--- src/rtl/prog_loader.sv ---
// prog_loader: UART program loader for the 8-bit CPU's 256-byte program RAM.
//
// Receives a framed program image over an 8N1 serial line, writes it byte by
// byte into RAM through a single write port and holds the CPU in reset while
// a frame is in progress. The CPU is released only after a complete frame.
//
// Frame: 0xA5, LEN, LEN data bytes [, SUM]   (LEN = 0 means 256 bytes)
//
// Optional feature macro: LOADER_CHECKSUM_EN
//   defined   : the trailing SUM byte is expected and compared against the
//               8-bit wrapping sum of the data bytes; a mismatch sets err.
//   undefined : no SUM byte; the CPU is released right after the last data
//               byte and err is set only by a framing error or timeout.
//
// Parameters:
//   CLK_HZ        system clock frequency in Hz
//   BAUD          serial bit rate (bit period DIV = CLK_HZ / BAUD cycles)
//   TIMEOUT_BITS  idle bit periods allowed between bytes of one frame
//
// Ports:
//   clk        system clock
//   rst        synchronous, active-low reset
//   rx         serial input, idle high, asynchronous to clk
//   ram_we     one-cycle RAM write strobe
//   ram_addr   RAM write address (valid with ram_we)
//   ram_wdata  RAM write data (valid with ram_we)
//   cpu_rst_n  active-low reset to the CPU (low while loading / after abort)
//   busy       high while a frame is in progress
//   err        sticky error flag for the last frame
module prog_loader #(
    parameter int CLK_HZ       = 27000000,
    parameter int BAUD         = 115200,
    parameter int TIMEOUT_BITS = 2048
) (
    input  logic       clk,
    input  logic       rst,
    input  logic       rx,
    output logic       ram_we,
    output logic [7:0] ram_addr,
    output logic [7:0] ram_wdata,
    output logic       cpu_rst_n,
    output logic       busy,
    output logic       err
);

    localparam int DIV = CLK_HZ / BAUD;
    localparam int CW  = $clog2(DIV + 1);
    localparam int TW  = $clog2(TIMEOUT_BITS + 1);

    localparam logic [CW-1:0] DIV_C  = CW'(DIV);
    localparam logic [CW-1:0] HALF_C = CW'(DIV / 2);
    localparam logic [CW-1:0] ONE_C  = CW'(1);
    localparam logic [TW-1:0] TMO_C  = TW'(TIMEOUT_BITS);

    // ------------------------------------------------------------------
    // Input synchronizer plus one extra stage for falling-edge detection
    // ------------------------------------------------------------------
    logic rx_meta_q;
    logic rx_sync_q;
    logic rx_prev_q;

    always_ff @(posedge clk) begin
        if (!rst) begin
            rx_meta_q <= 1'b1;
            rx_sync_q <= 1'b1;
            rx_prev_q <= 1'b1;
        end else begin
            rx_meta_q <= rx;
            rx_sync_q <= rx_meta_q;
            rx_prev_q <= rx_sync_q;
        end
    end

    // ------------------------------------------------------------------
    // Byte receiver
    // ------------------------------------------------------------------
    typedef enum logic [1:0] {
        RX_IDLE,
        RX_START,
        RX_DATA,
        RX_STOP
    } rx_state_t;

    rx_state_t       rx_state_q, rx_state_d;
    logic [CW-1:0]   cnt_q, cnt_d;
    logic [2:0]      bit_q, bit_d;
    logic [7:0]      shift_q, shift_d;

    logic            start_det;   // falling edge seen while receiver idle
    logic            byte_done;   // stop bit sampled this cycle
    logic            stop_ok;     // value of that stop bit

    always_ff @(posedge clk) begin
        if (!rst) begin
            rx_state_q <= RX_IDLE;
            cnt_q      <= '0;
            bit_q      <= '0;
            shift_q    <= '0;
        end else begin
            rx_state_q <= rx_state_d;
            cnt_q      <= cnt_d;
            bit_q      <= bit_d;
            shift_q    <= shift_d;
        end
    end

    // cnt_q counts clocks since the last reference point; the start bit is
    // re-checked half a bit after the edge, so every later sample (DIV apart)
    // lands near the middle of its bit.
    always_comb begin
        rx_state_d = rx_state_q;
        cnt_d      = cnt_q;
        bit_d      = bit_q;
        shift_d    = shift_q;
        start_det  = 1'b0;
        byte_done  = 1'b0;
        stop_ok    = 1'b0;

        case (rx_state_q)
            RX_IDLE: begin
                if (rx_prev_q && !rx_sync_q) begin
                    start_det  = 1'b1;
                    rx_state_d = RX_START;
                    cnt_d      = ONE_C;
                end
            end
            RX_START: begin
                if (cnt_q >= HALF_C) begin
                    cnt_d = ONE_C;
                    bit_d = 3'd0;
                    // line back high at mid start bit: a glitch, not a byte
                    rx_state_d = rx_sync_q ? RX_IDLE : RX_DATA;
                end else begin
                    cnt_d = cnt_q + ONE_C;
                end
            end
            RX_DATA: begin
                if (cnt_q == DIV_C) begin
                    cnt_d   = ONE_C;
                    shift_d = {rx_sync_q, shift_q[7:1]};   // LSB first
                    bit_d   = bit_q + 3'd1;
                    if (bit_q == 3'd7) begin
                        rx_state_d = RX_STOP;
                    end
                end else begin
                    cnt_d = cnt_q + ONE_C;
                end
            end
            RX_STOP: begin
                if (cnt_q == DIV_C) begin
                    cnt_d      = '0;
                    byte_done  = 1'b1;
                    stop_ok    = rx_sync_q;
                    rx_state_d = RX_IDLE;
                end else begin
                    cnt_d = cnt_q + ONE_C;
                end
            end
            default: begin
                rx_state_d = RX_IDLE;
                cnt_d      = '0;
            end
        endcase
    end

    // ------------------------------------------------------------------
    // Inter-byte timeout: counts whole idle bit periods while a frame is
    // open. A start edge clears it, and wins over an expiry in the same
    // cycle. The count is frozen while a byte is being shifted in.
    // ------------------------------------------------------------------
    logic [CW-1:0] tick_q;
    logic [TW-1:0] tbits_q;
    logic          timeout;
    logic          busy_q;

    always_ff @(posedge clk) begin
        if (!rst) begin
            tick_q  <= '0;
            tbits_q <= '0;
        end else if (!busy_q || start_det) begin
            tick_q  <= '0;
            tbits_q <= '0;
        end else if (rx_state_q == RX_IDLE && tbits_q != TMO_C) begin
            if (tick_q == DIV_C - ONE_C) begin
                tick_q  <= '0;
                tbits_q <= tbits_q + TW'(1);
            end else begin
                tick_q <= tick_q + ONE_C;
            end
        end
    end

    assign timeout = busy_q && (tbits_q == TMO_C) && !start_det;

    // ------------------------------------------------------------------
    // Frame state machine
    // ------------------------------------------------------------------
    typedef enum logic [1:0] {
        L_IDLE,
        L_LEN,
        L_DATA
`ifdef LOADER_CHECKSUM_EN
        , L_SUM
`endif
    } ld_state_t;

    ld_state_t  state_q, state_d;
    logic [8:0] remain_q, remain_d;     // data bytes still to come, 1..256
    logic [7:0] addr_q, addr_d;         // next RAM index
`ifdef LOADER_CHECKSUM_EN
    logic [7:0] sum_q, sum_d;
`endif
    logic       ram_we_q, ram_we_d;
    logic [7:0] ram_addr_q, ram_addr_d;
    logic [7:0] ram_wdata_q, ram_wdata_d;
    logic       cpu_rst_n_q, cpu_rst_n_d;
    logic       busy_d;
    logic       err_q, err_d;

    always_ff @(posedge clk) begin
        if (!rst) begin
            state_q     <= L_IDLE;
            remain_q    <= '0;
            addr_q      <= '0;
`ifdef LOADER_CHECKSUM_EN
            sum_q       <= '0;
`endif
            ram_we_q    <= 1'b0;
            ram_addr_q  <= '0;
            ram_wdata_q <= '0;
            cpu_rst_n_q <= 1'b1;
            busy_q      <= 1'b0;
            err_q       <= 1'b0;
        end else begin
            state_q     <= state_d;
            remain_q    <= remain_d;
            addr_q      <= addr_d;
`ifdef LOADER_CHECKSUM_EN
            sum_q       <= sum_d;
`endif
            ram_we_q    <= ram_we_d;
            ram_addr_q  <= ram_addr_d;
            ram_wdata_q <= ram_wdata_d;
            cpu_rst_n_q <= cpu_rst_n_d;
            busy_q      <= busy_d;
            err_q       <= err_d;
        end
    end

    always_comb begin
        state_d     = state_q;
        remain_d    = remain_q;
        addr_d      = addr_q;
`ifdef LOADER_CHECKSUM_EN
        sum_d       = sum_q;
`endif
        ram_we_d    = 1'b0;
        ram_addr_d  = ram_addr_q;
        ram_wdata_d = ram_wdata_q;
        cpu_rst_n_d = cpu_rst_n_q;
        busy_d      = busy_q;
        err_d       = err_q;

        if (state_q != L_IDLE && (timeout || (byte_done && !stop_ok))) begin
            // RAM may already be partly overwritten, so the CPU stays held.
            state_d = L_IDLE;
            busy_d  = 1'b0;
            err_d   = 1'b1;
        end else if (byte_done && stop_ok) begin
            case (state_q)
                L_IDLE: begin
                    if (shift_q == 8'hA5) begin
                        state_d     = L_LEN;
                        busy_d      = 1'b1;
                        err_d       = 1'b0;
                        cpu_rst_n_d = 1'b0;
                    end
                end
                L_LEN: begin
                    remain_d = (shift_q == 8'd0) ? 9'd256 : {1'b0, shift_q};
                    addr_d   = 8'd0;
`ifdef LOADER_CHECKSUM_EN
                    sum_d    = 8'd0;
`endif
                    state_d  = L_DATA;
                end
                L_DATA: begin
                    ram_we_d    = 1'b1;
                    ram_addr_d  = addr_q;
                    ram_wdata_d = shift_q;
                    addr_d      = addr_q + 8'd1;
                    remain_d    = remain_q - 9'd1;
`ifdef LOADER_CHECKSUM_EN
                    sum_d       = sum_q + shift_q;
                    if (remain_q == 9'd1) begin
                        state_d = L_SUM;
                    end
`else
                    if (remain_q == 9'd1) begin
                        state_d     = L_IDLE;
                        busy_d      = 1'b0;
                        cpu_rst_n_d = 1'b1;
                    end
`endif
                end
`ifdef LOADER_CHECKSUM_EN
                L_SUM: begin
                    if (shift_q == sum_q) begin
                        cpu_rst_n_d = 1'b1;
                    end else begin
                        err_d = 1'b1;
                    end
                    busy_d  = 1'b0;
                    state_d = L_IDLE;
                end
`endif
                default: begin
                    state_d = L_IDLE;
                    busy_d  = 1'b0;
                end
            endcase
        end
    end

    assign ram_we    = ram_we_q;
    assign ram_addr  = ram_addr_q;
    assign ram_wdata = ram_wdata_q;
    assign cpu_rst_n = cpu_rst_n_q;
    assign busy      = busy_q;
    assign err       = err_q;

endmodule

--- config.mk ---
export PLATFORM = sky130hd
export DESIGN_NAME = prog_loader
export DESIGN_NICKNAME = d
export VERILOG_FILES = /design/src/rtl/prog_loader.sv
export SDC_FILE = /design/constraint.sdc
export NUM_CORES = 1
export LEC_CHECK = 0
export CAP_MARGIN = 20
export CORE_ASPECT_RATIO = 0.7
export CORE_MARGIN = 5
export CORE_UTILIZATION = 55
export DETAILED_ROUTE_END_ITERATION = 10
export PLACE_DENSITY = 0.74
export SLEW_MARGIN = 20
export SYNTH_ARGS = -nofsm -noshare
export SYNTH_HDL_FRONTEND = slang
export SYNTH_SLANG_ARGS = --single-unit
export TNS_END_PERCENT = 30
--- constraint.sdc ---
create_clock -name clk -period 3.2 [get_ports clk]
set_clock_uncertainty 0.1 [all_clocks]
set_input_delay 0.64 -clock clk [delete_from_list [all_inputs] [get_ports clk]]
set_output_delay 0.64 -clock clk [all_outputs]
set_load 0.05 [all_outputs]
==> flow_summary.ini, run 1 <==
[run_status]
run_status = finished clean

[synthesis]
ys_types = 57
ys.warnings.count = 0
syn-instance-count = 481
dominantRegCellSynth = dfxtp_1
synthTopCellsByArea = dfxtp_1 (41%), ha_1 (5.2%), a21oi_1 (4.9%), nand2_1 (4.7%), mux2i_1 (4.4%)
share_of_the_synthesized_area_in_the_top_cell_type_pct = 40.8
synth.cell_area_um2 = 4070
yosysSeqAreaShare_pct = 40.8
postSynthRegisterBits = 83
post_synth.cell_area_avg_um2 = 8.46
postSynth.asyncResetShare_pct = 0
synth_fp_nets = 501
synth.largest_area_cell = dfxtp_1
synth_enable_flop_cells = 0

[die]
area_enclosed_by_the_die_boundary_um2 = 9250
placeableCoreArea_um2 = 7250
floorplan.die.width_um = 113
initial_standard_cell_utilization_of_the_core_pct = 56.1
floorplan.die.height_um = 82.0
std_cell_rows = 26
ioPinCount = 23

[power_and_ir_drop]
share_of_total_power_in_combinational_logic_pct = 5.2
p_int_uw = 1420
seq_power_share_pct = 56.7
switching_share_pct = 23.4
power.switching_uw = 435
clock_power_share_pct = 38.1
vdd.ir_drop.worst_v = 0.000316
cellLeakagePower_uw = 0.00156
power-per-cell-area_nw_per_um2 = 411

[detailed_routing]
detail-route-antenna-nets = 0
wl_per_cell_um = 14.8
vias_per_cell = 5.85
via_count = 3485
routed_wirelength_um = 8840
drt_drc_violations_left = 0
drt_iter0_markers = 262
total_iterations_of_the_first_detailed_routing_run = 5

[clock_tree]
number_of_buffers_inserted_by_post_cts_setup_repair = 0
clkSlewWorstSetupHoldPaths_ns = 0.08
post_cts_resize_count = 0
clk_path_buf_depth = 2
postCtsHoldBufs = 0
cts-root-buf = clkbuf_8
cts_sinks = 83
cts.htree.levels = 3
cts-buffers-inserted = 9
clk-insertion-delay-late_ns = 0.34
tritoncts = built

[layout]
antenna_cells_inserted = 0
final-seq-area_um2 = 1660
final_net_count = 515
share_of_post_route_cells_with_drive_strength_above_1_pct = 6.43
multi_input_area_um2 = 2230
final_design_area_no_fill_um2 = 4520
syn_to_final_growth_pct = 11.1
number_of_fill_cells_in_the_layout = 638

[placement]
globalplace.congestion = 0.841
dpl_cell_area_um2 = 4340
portBuffers = 22
place_ws_ns = 0.664
detailed_place_hpwl_um = 6130

[worst_setup_path]
setup.worst_path.start_class = flip-flop
path_max_fanout = 22
cp_data_required_time_ns = 3.37
worst-setup-path-type = reg2reg
setup_crit_end_kind = flip-flop
worst_ep_arrival_time_ns = 2.78

[global_routing]
grt_first_pass_wirelength_um = 14900
vias_in_the_first_global_route = 3158
gr-usage-met2_pct = 30.9
grt.total_usage_pct = 19.8
grtUsageMet3_pct = 4.34
grt-ovfl-total = 0
grt_max_degree = 55
busiest_layer = met2
initial_antenna_violation_count = 0
groute.layer.met1.usage_pct = 27.6

[timing]
minimum_clock_period_ns = 2.61
setup_repair_after_global_routing_missed_its_margin = false
final-max-slew-violation-count = 0
setup_slack_ns = 0.586
slew_headroom_pct = 48.7
report.final.hold_viol_count = 0
worstMarginPinSlew_ns = 0.762
max_freq_ghz = 0.383
setup_tns_ns = 0
final.period_utilization_pct = 81.7
timing.final.setup_violations = 0

[hold_path]
hold_path.class = reg2reg

[flow_run]
drv.max_cap_violation_count = 0
[synthesized netlist by cell type (5+ instances only)]
| cell type | n |
|---|---|
| nand3_1 | 28 |
| nor3_1 | 7 |
| nand2_1 | 51 |
| o21ai_0 | 16 |
| or4_1 | 8 |
| mux2i_1 | 18 |
| and3_1 | 9 |
| dfxtp_1 | 83 |
| o21ai_1 | 6 |
| nand2b_1 | 8 |
| nand4_1 | 10 |
| ha_1 | 17 |
| a21oi_1 | 40 |
| a311oi_1 | 5 |
| o211ai_1 | 6 |
| clkbuf_1 | 18 |
| xor2_1 | 12 |
| nor2_1 | 47 |
| buf_2 | 5 |
| inv_1 | 16 |
| and2_1 | 7 |
[critical path, stage by stage, from the launching register on]
cell and delay [ns]:
dfxtp_1 0.33, inv_1 0.11, ha_1 0.17, nor4b_1 0.50, nand3_1 0.34, o211ai_4 0.57, o21ai_0 0.24, a21oi_1 0.17
[per-layer routing]
| metal | vias up | share of wire, % |
|---|---|---|
| met2 | 82 | 43 |
| met5 | - | 0 |
| met3 | 14 | 5.1 |
| met4 | 0 | 1.6 |
| met1 | 1644 | 50 |
| li1 | 1745 | - |
[placed cells by master (no fill, tap or decap), types with 6 or more instances in the layout]
cell type,netlist,final
inv_1,16,16
buf_4,0,6
clkdlybuf4s50_1,0,22
a21oi_1,40,40
nand3_1,28,28
o21ai_1,6,6
and3_1,9,9
o21ai_0,16,16
nand4_1,10,10
mux2i_1,18,18
clkbuf_8,0,9
and2_1,7,7
o211ai_1,6,6
ha_1,17,17
dfxtp_1,83,83
nor2_1,47,47
or4_1,8,8
nor3_1,7,7
nand2b_1,8,8
nand2_1,51,51
xor2_1,12,12
[power groups by stage]
| stage | sequential (uW) | clock (uW) | combinational, uW |
|---|---|---|---|
| 2_1_floorplan | 1070 | 0 | 79.0 |
| 3_3_place_gp | 1080 | 0 | 93.0 |
| 3_5_place_dp | 1080 | 0 | 95.8 |
| 4_1_cts | 1050 | 721 | 96.4 |
| 5_1_grt | 1060 | 764 | 109 |
| 6_report | 1050 | 709 | 96.0 |
[layout make-up]
| cell class | instances | area share [%] |
|---|---|---|
| multi-input cells | 355 | 49.2 |
| flip-flops and latches | 83 | 36.7 |
| repair buffers | 28 | 5.86 |
| clock buffers | 9 | 2.74 |
| well taps | 98 | 2.71 |
| inverters | 18 | 1.49 |
| clock inverters | 5 | 1.24 |
[registers in the layout (all words and copies together) (netlist names), 2 cells and up, named ones only]
signal	flops
addr_q	8
bit_q	3
cnt_q	8
ram_addr	8
ram_wdata	8
remain_q	9
shift_q	8
state_q	2
tbits_q	12
tick_q	8
[per-stage QoR]
stage	hold slack [ns]	utilization, %	std cells	total power (uW)
finish	0.306	62.4	596	1860
global route	0.332	62.4	596	1930
CTS	0.307	62.4	596	1870
detailed placement	0.295	59.9	582	1170
global placement	0.295	59.9	582	1170
floorplan	0.286	-	481	1150
[path summary, 6_finish.rpt]
path / from / slack (ns) / endpoint / cells after the start
hold reg to reg: rx_meta_q / 0.31 / rx_sync_q / 1
hold / removal: rx_meta_q / 0.31 / rx_sync_q / 1
setup / recovery: tbits_q[0] / 0.59 / addr_q[4] / 7
setup reg to reg: tbits_q[0] / 0.59 / addr_q[4] / 7
[kinds of logic (layout without fill, tap and decap cells)]
kind of cell / after synthesis / after routing / share of synthesized area (%)
AOI/OAI and AO/OA: 104 / 104 / 16.6
muxes: 20 / 20 / 4.98
DFF: 83 / 83 / 40.8
buffers and inverters: 43 / 60 / 4.49
xor gates and xnor gates: 14 / 14 / 3.01
and+or+nand+nor: 200 / 200 / 24.9
adders and majority gates: 17 / 17 / 5.22
Power figures use the tool's default switching activity.
==> run 2, diff against run 1 <==
--- a/config.mk
+++ b/config.mk
@@ -8,9 +8,9 @@
 export CAP_MARGIN = 20
 export CORE_ASPECT_RATIO = 0.7
 export CORE_MARGIN = 5
-export CORE_UTILIZATION = 55
+export CORE_UTILIZATION = 54
 export DETAILED_ROUTE_END_ITERATION = 10
-export PLACE_DENSITY = 0.74
+export PLACE_DENSITY = 0.76
 export SLEW_MARGIN = 20
 export SYNTH_ARGS = -nofsm -noshare
 export SYNTH_HDL_FRONTEND = slang
==> constraint.sdc (replaced) <==
create_clock -name clk -period 2.4 [get_ports clk]
set_clock_uncertainty 0.1 [all_clocks]
set_input_delay 0.48 -clock clk [delete_from_list [all_inputs] [get_ports clk]]
set_output_delay 0.48 -clock clk [all_outputs]
set_load 0.05 [all_outputs]
==> run 2 against run 1 <==
Design area up 4.5%. Flip-flop and latch count unchanged. Hold slack better by 0.0029 ns. Non-clock buffer count up 22. Register-to-register slack worse by 0.45 ns. Clock power up 39%. Routed wire length up 1.1%. Global-route usage up 0.65 points. Sequential power up 32%. Setup slack worse by 0.45 ns. Critical path depth up 1. Critical endpoint is now addr_q[6].
==> flow_summary.ini, run 2 (synthesis gave the netlist of run 1 again) <==
[global_routing]
grt_first_pass_wirelength_um = 15600
initial_antenna_violation_count = 0
vias_in_the_first_global_route = 3339
grt.total_usage_pct = 20.4
grt_max_degree = 55
grt-ovfl-total = 0

[detailed_routing]
drt_iter0_markers = 322
drt_drc_violations_left = 0
vias_per_cell = 5.70
routed_wirelength_um = 8940
detail-route-antenna-nets = 0
via_count = 3536
total_iterations_of_the_first_detailed_routing_run = 5
wl_per_cell_um = 14.4

[worst_setup_path]
reg2reg_from = cnt_q[0]
max_stage_delay_ns = 0.48
critical_path.startpoint = cnt_q[0]
path_max_fanout = 22
worst-setup-path-type = reg2reg
setup_crit_end_kind = flip-flop
cp_data_required_time_ns = 2.59
critical_path.top_delay_family = simple AND/OR/NAND/NOR gates
worst_ep_arrival_time_ns = 2.45
setup.worst_path.start_class = flip-flop
crit_chain = inv_1 -> ha_1 -> nand4_1 -> nor3_4 -> o211ai_4 -> buf_12 -> or4_1 -> a21oi_1
critical_path.slowest_cell = or4_1
critical_path_buf_inv_count = 2

[power_and_ir_drop]
power-per-cell-area_nw_per_um2 = 539
vdd.ir_drop.worst_v = 0.000358
cellLeakagePower_uw = 0.00168
switching_share_pct = 24.3
clock_power_share_pct = 38.8
share_of_total_power_in_combinational_logic_pct = 6.6
seq_power_share_pct = 54.6
post-layout-total-power_uw = 2550
power.switching_uw = 620
p_int_uw = 1930

[layout]
final_design_area_no_fill_um2 = 4730
largest_register_ffs = 12
final-seq-area_um2 = 1660
syn_to_final_growth_pct = 16.1
layout_common_cells = dfxtp_1 (82), nand2_1 (51), nor2_1 (47)
final_net_count = 537
number_of_fill_cells_in_the_layout = 625
post_layout_nonfiller_instances = 620
share_of_post_route_cells_with_drive_strength_above_1_pct = 11.1
multi_input_area_um2 = 2230
reg_top3 = tbits_q x12, remain_q x9
largest_register = tbits_q
layout.cells.most_common = dfxtp_1
antenna_cells_inserted = 0

[clock_tree]
cts.htree.levels = 3
cts-root-buf = clkbuf_8
tritoncts = built
cts_sinks = 83
postCtsHoldBufs = 0
clk-insertion-delay-late_ns = 0.36
cts-buffers-inserted = 9
clkSlewWorstSetupHoldPaths_ns = 0.08
clk_path_buf_depth = 2

[timing]
slew_headroom_pct = 50.4
minimum_clock_period_ns = 2.26
setup_tns_ns = 0
setup_repair_after_global_routing_missed_its_margin = false
report.final.hold_viol_count = 0
final-max-slew-violation-count = 0
worstMarginPinSlew_ns = 0.737
max_freq_ghz = 0.442
final.period_utilization_pct = 94.3
timing.final.setup_violations = 0
finalHoldWorstSlack_ns = 0.309

[placement]
globalplace.congestion = 0.860
detailed_place_hpwl_um = 6210
place.detailed.instances = 599
dpl_cell_area_um2 = 4480
portBuffers = 22

[die]
placeableCoreArea_um2 = 7320
floorplan.die.width_um = 114
std_cell_rows = 26
floorplan.die.height_um = 82.7
area_enclosed_by_the_die_boundary_um2 = 9400
initial_standard_cell_utilization_of_the_core_pct = 55.6
ioPinCount = 23

[hold_path]
hold_path.startpoint = rx_meta_q
hold_path.class = reg2reg

[run_status]
run_status = finished clean

[flow_run]
drv.max_cap_violation_count = 0
==> run 2: worst paths after layout <==
kind,slack [ns],end,depth (start not counted)
max,0.14,addr_q[6],8
min,0.31,rx_sync_q,1
max reg2reg,0.14,addr_q[6],8
min reg2reg,0.31,rx_sync_q,1
==> run 2: per-stage QoR <==
| stage | utilization, % | setup slack, ns |
|---|---|---|
| floorplan | - | 0.229 |
| global placement | 61.3 | 0.210 |
| detailed placement | 61.3 | 0.119 |
| CTS | 63.9 | 0.107 |
| global route | 64.6 | 0.00855 |
| finish | 64.6 | 0.138 |
==> run 2: layout make-up <==
type | count | area share [%]
Multi-Input combinational cell | 355 | 47.3
Clock buffer | 9 | 2.62
Sequential cell | 83 | 35.2
Inverter | 18 | 1.43
Clock inverter | 7 | 1.46
Tap cell | 98 | 2.59
Timing Repair Buffer | 50 | 9.45
==> run 2: per-layer routing <==
layer | global-route usage [%] | part of all wire, %
met3 | 5.46 | 5.3
met4 | 6.88 | 1.4
met2 | 30.8 | 43
met1 | 28.4 | 51
met5 | 0 | 0
==> run 2: repair_timing <==
item	4_1_cts	5_1_grt
endpoints found under the setup margin	0	8
buffers inserted	0	5
gates resized for setup	0	3
==> run 2: power groups by stage <==
stage / sequential [uW] / clock, uW / combinational [uW]
final: 1390 / 989 / 169
after global placement: 1420 / 0 / 145
after CTS: 1390 / 1020 / 149
after global routing: 1390 / 1070 / 187
after detailed placement: 1420 / 0 / 148
after floorplan: 1430 / 0 / 105
==> RTL edit 1 (settings of run 2) <==
`addr_q` no longer has a reset.
--- a/src/rtl/prog_loader.sv
+++ b/src/rtl/prog_loader.sv
@@ -221,7 +221,6 @@
         if (!rst) begin
             state_q     <= L_IDLE;
             remain_q    <= '0;
-            addr_q      <= '0;
 `ifdef LOADER_CHECKSUM_EN
             sum_q       <= '0;
 `endif
@@ -234,7 +233,6 @@
         end else begin
             state_q     <= state_d;
             remain_q    <= remain_d;
-            addr_q      <= addr_d;
 `ifdef LOADER_CHECKSUM_EN
             sum_q       <= sum_d;
 `endif
@@ -245,6 +243,10 @@
             busy_q      <= busy_d;
             err_q       <= err_d;
         end
+    end
+
+    always_ff @(posedge clk) begin
+        addr_q <= addr_d;
     end
 
     always_comb begin
Check against the original RTL: no difference found for any inputs over 10 cycles, from zero or initial values and one cycle with rst low; that may be too few to reach the edited logic, so the function may still have changed.
==> RTL edit 1 against run 2 <==
  * Fmax rose by 3.8%
  * Sequential cell count did not move
  * Combinational power fell by 45%
  * Clock power rose by 9%
  * First-iteration DRC count fell by 42%
  * Global-route usage fell by 1.5 points
  * Power rose by 1.3%
  * Routed wire length fell by 4.1%
  * Worst setup slack improved by 0.082 ns
  * Design area fell by 0.16%
  * Area after synthesis rose by 2.1%
  * Highest routed layer unchanged
==> RTL edit 1: results <==
{
  "synth.area.mux_share": 0.0650,
  "synth_top_area_frac": 0.361,
  "ir_worst_vdd_v": 0.000365,
  "grt_pass1_vias": 3118,
  "placed_area_sq_um": 4490,
  "synth-compound-area-share": 0.133,
  "outcome": "completed",
  "wl_per_cell_um": 14.8,
  "seq_area_frac_synth": 0.419,
  "grt_pass1_wl_mm": 15.0,
  "dp_slack_ns": 0.217,
  "cp_slowest_cell": "nor2_1",
  "placedCellCount": 565,
  "syn-num-nets": 472,
  "leakage_nw": 1.84,
  "postSynthCellCount": 452,
  "dpl.hpwl_mm": 6.00,
  "maxSlewHeadroom": 0.468,
  "routed_wl_mm": 8.58,
  "synth_area_leaders": "dfxtp_1 (36%), mux2i_1 (6.5%), edfxtp_1 (5.8%)",
  "cp.arrival_ns": 2.32,
  "synth_fa_ha_area_frac": 0.0512,
  "rr_worst_depth": 7,
  "clkPwrFrac": 0.417,
  "drt-initial-drc-count": 186,
  "slowest_delay_ns": 0.44,
  "synth-xor-area-share": 0.0400,
  "synth_commonest_cells": "dfxtp_1 (75), nor2_1 (51), a21oi_1 (30), nand2_1 (29), mux2i_1 (27)",
  "routabilityCongestion": 0.839,
  "drive_gt1_frac": 0.0932
}
==> RTL edit 1: cell count changes in the layout (fill, tap and decap cells not counted), sizes merged, moves of 6 or more <==
cell,delta
nand2,-22
buf,-14
a21oi,-10
mux2i,+9
dfxtp,-8
edfxtp,+8
nor2b,+8
nand3,-6
or4,-6
==> RTL edit 1: path summary, 6_finish.rpt <==
kind	to	slack, ns
worst max-delay path	state_q[0]	0.22
worst min-delay path	rx_sync_q	0.31
worst max register to register	state_q[0]	0.22
worst min register to register	rx_sync_q	0.31
==> RTL edit 1: layout make-up <==
cell class              count  area, sq um  area share
multi-input cells         330         2230       0.472
flip-flops and latches     83         1740       0.369
repair buffers             36          338      0.0716
clock buffers              12          165      0.0350
well taps                  98          123      0.0260
inverters                  18         67.6      0.0143
clock inverters             4         56.3      0.0119
==> RTL edit 1: routing by layer <==
layer,GRT usage,vias to the layer above,wire length (um)
met5,0,-,0
met4,0.0512,0,91
met3,0.0509,10,417
met2,0.272,75,3650
met1,0.279,1577,4410
li1,-,1649,-
==> RTL edit 2 (config.mk and constraints of run 2) <==
Without the edit above. `CLK_HZ`: 27000000 -> 6750000.
--- a/src/rtl/prog_loader.sv
+++ b/src/rtl/prog_loader.sv
@@ -28,7 +28,7 @@
 //   busy       high while a frame is in progress
 //   err        sticky error flag for the last frame
 module prog_loader #(
-    parameter int CLK_HZ       = 27000000,
+    parameter int CLK_HZ       = 6750000,
     parameter int BAUD         = 115200,
     parameter int TIMEOUT_BITS = 2048
 ) (
Check against the original RTL: same outputs for any inputs over 10 cycles, from zero or initial values and one cycle with rst low; that may be too few to reach the edited logic, so the function may still have changed.
==> RTL edit 2 against run 2 <==
  * Utilization up 1.6 points
  * Sequential cell count down 4
  * Worst setup slack worse by 0.011 ns
  * Design area down 4.1%
  * First-iteration DRC count down 24%
  * Routed wire length down 4.9%
  * Area after synthesis down 5.1%
  * Fmax down 0.49%
  * Synthesized cell count down 7.7%
Power is not compared: it rests on default switching activity, and its combinational part moved more than twofold at a synthesized area within 25%.
==> RTL edit 2: results <==
{
  "outcome": "completed",
  "placed_area_sq_um": 4290,
  "critical_path_peak_fanout": 10,
  "nClkBuffers": 10,
  "stdcell_area_sq_um": 4530,
  "synth_fa_ha_area_frac": 0.0551,
  "syn-num-nets": 464,
  "routed_wl_mm": 8.50,
  "placedCellCount": 562,
  "met3WireLength_um": 454,
  "use_met1": 0.266,
  "wirelength_met1_mm": 4.20,
  "buffers": 44,
  "dp_slack_ns": 0.0990,
  "drt-initial-drc-count": 244,
  "avgSynthCellArea_sq_um": 8.70,
  "synth-compound-area-share": 0.139,
  "non_clock_buffer_area_share": 0.0878,
  "synth_commonest_cells": "dfxtp_1 (79), nor2_1 (60), mux2i_1 (28), nand2_1 (28), a21oi_1 (23)",
  "vias": 3309,
  "grt_pass1_vias": 2992,
  "viasPerCell": 5.72,
  "maxSlewHeadroom": 0.541,
  "clockNetworkAreaShare": 0.0508,
  "inverters": 21,
  "cts.sinks": 79,
  "grtUsageMet2": 0.311,
  "synth-xor-area-share": 0.0295,
  "grt_use_met3": 0.0611,
  "die-area_sq_um": 8970,
  "multi_input_area_share": 0.469,
  "slowest_delay_ns": 0.51,
  "drive_gt1_frac": 0.116,
  "dr_wl_met2_mm": 3.76,
  "routabilityCongestion": 0.896,
  "grtUsageTotal": 0.197,
  "fillers": 559,
  "grt_max_degree": 22,
  "grt_pass1_wl_mm": 14.4,
  "synth_area_leaders": "dfxtp_1 (41%), mux2i_1 (7.3%), nor2_1 (5.8%)",
  "seq_area_sq_um": 1580,
  "dpl.hpwl_mm": 5.96,
  "seq_area_frac_synth": 0.409
}
-- RTL edit 2: cell types whose count changed after synthesis, sizes merged, moves of 5 or more --
cell,before,now
clkbuf,18,13
nor3,8,15
nand2,51,28
a21oi,40,24
nor2,47,60
and3,9,4
a311oi,6,0
mux2i,18,28
nand3,28,17
-- RTL edit 2: worst paths after layout --
| check | start | end | slack (ns) | depth (start not counted) |
|---|---|---|---|---|
| setup / recovery | cnt_q[1] | addr_q[5] | 0.13 | 7 |
| hold / removal | rx_meta_q | rx_sync_q | 0.34 | 1 |
| setup reg to reg | cnt_q[1] | addr_q[5] | 0.13 | 7 |
| hold reg to reg | rx_meta_q | rx_sync_q | 0.34 | 1 |
-- RTL edit 2: repair_timing --
action,in CTS,in global routing
endpoints found under the setup margin,0,33
hold endpoints to repair,0,0
resized for setup,0,2
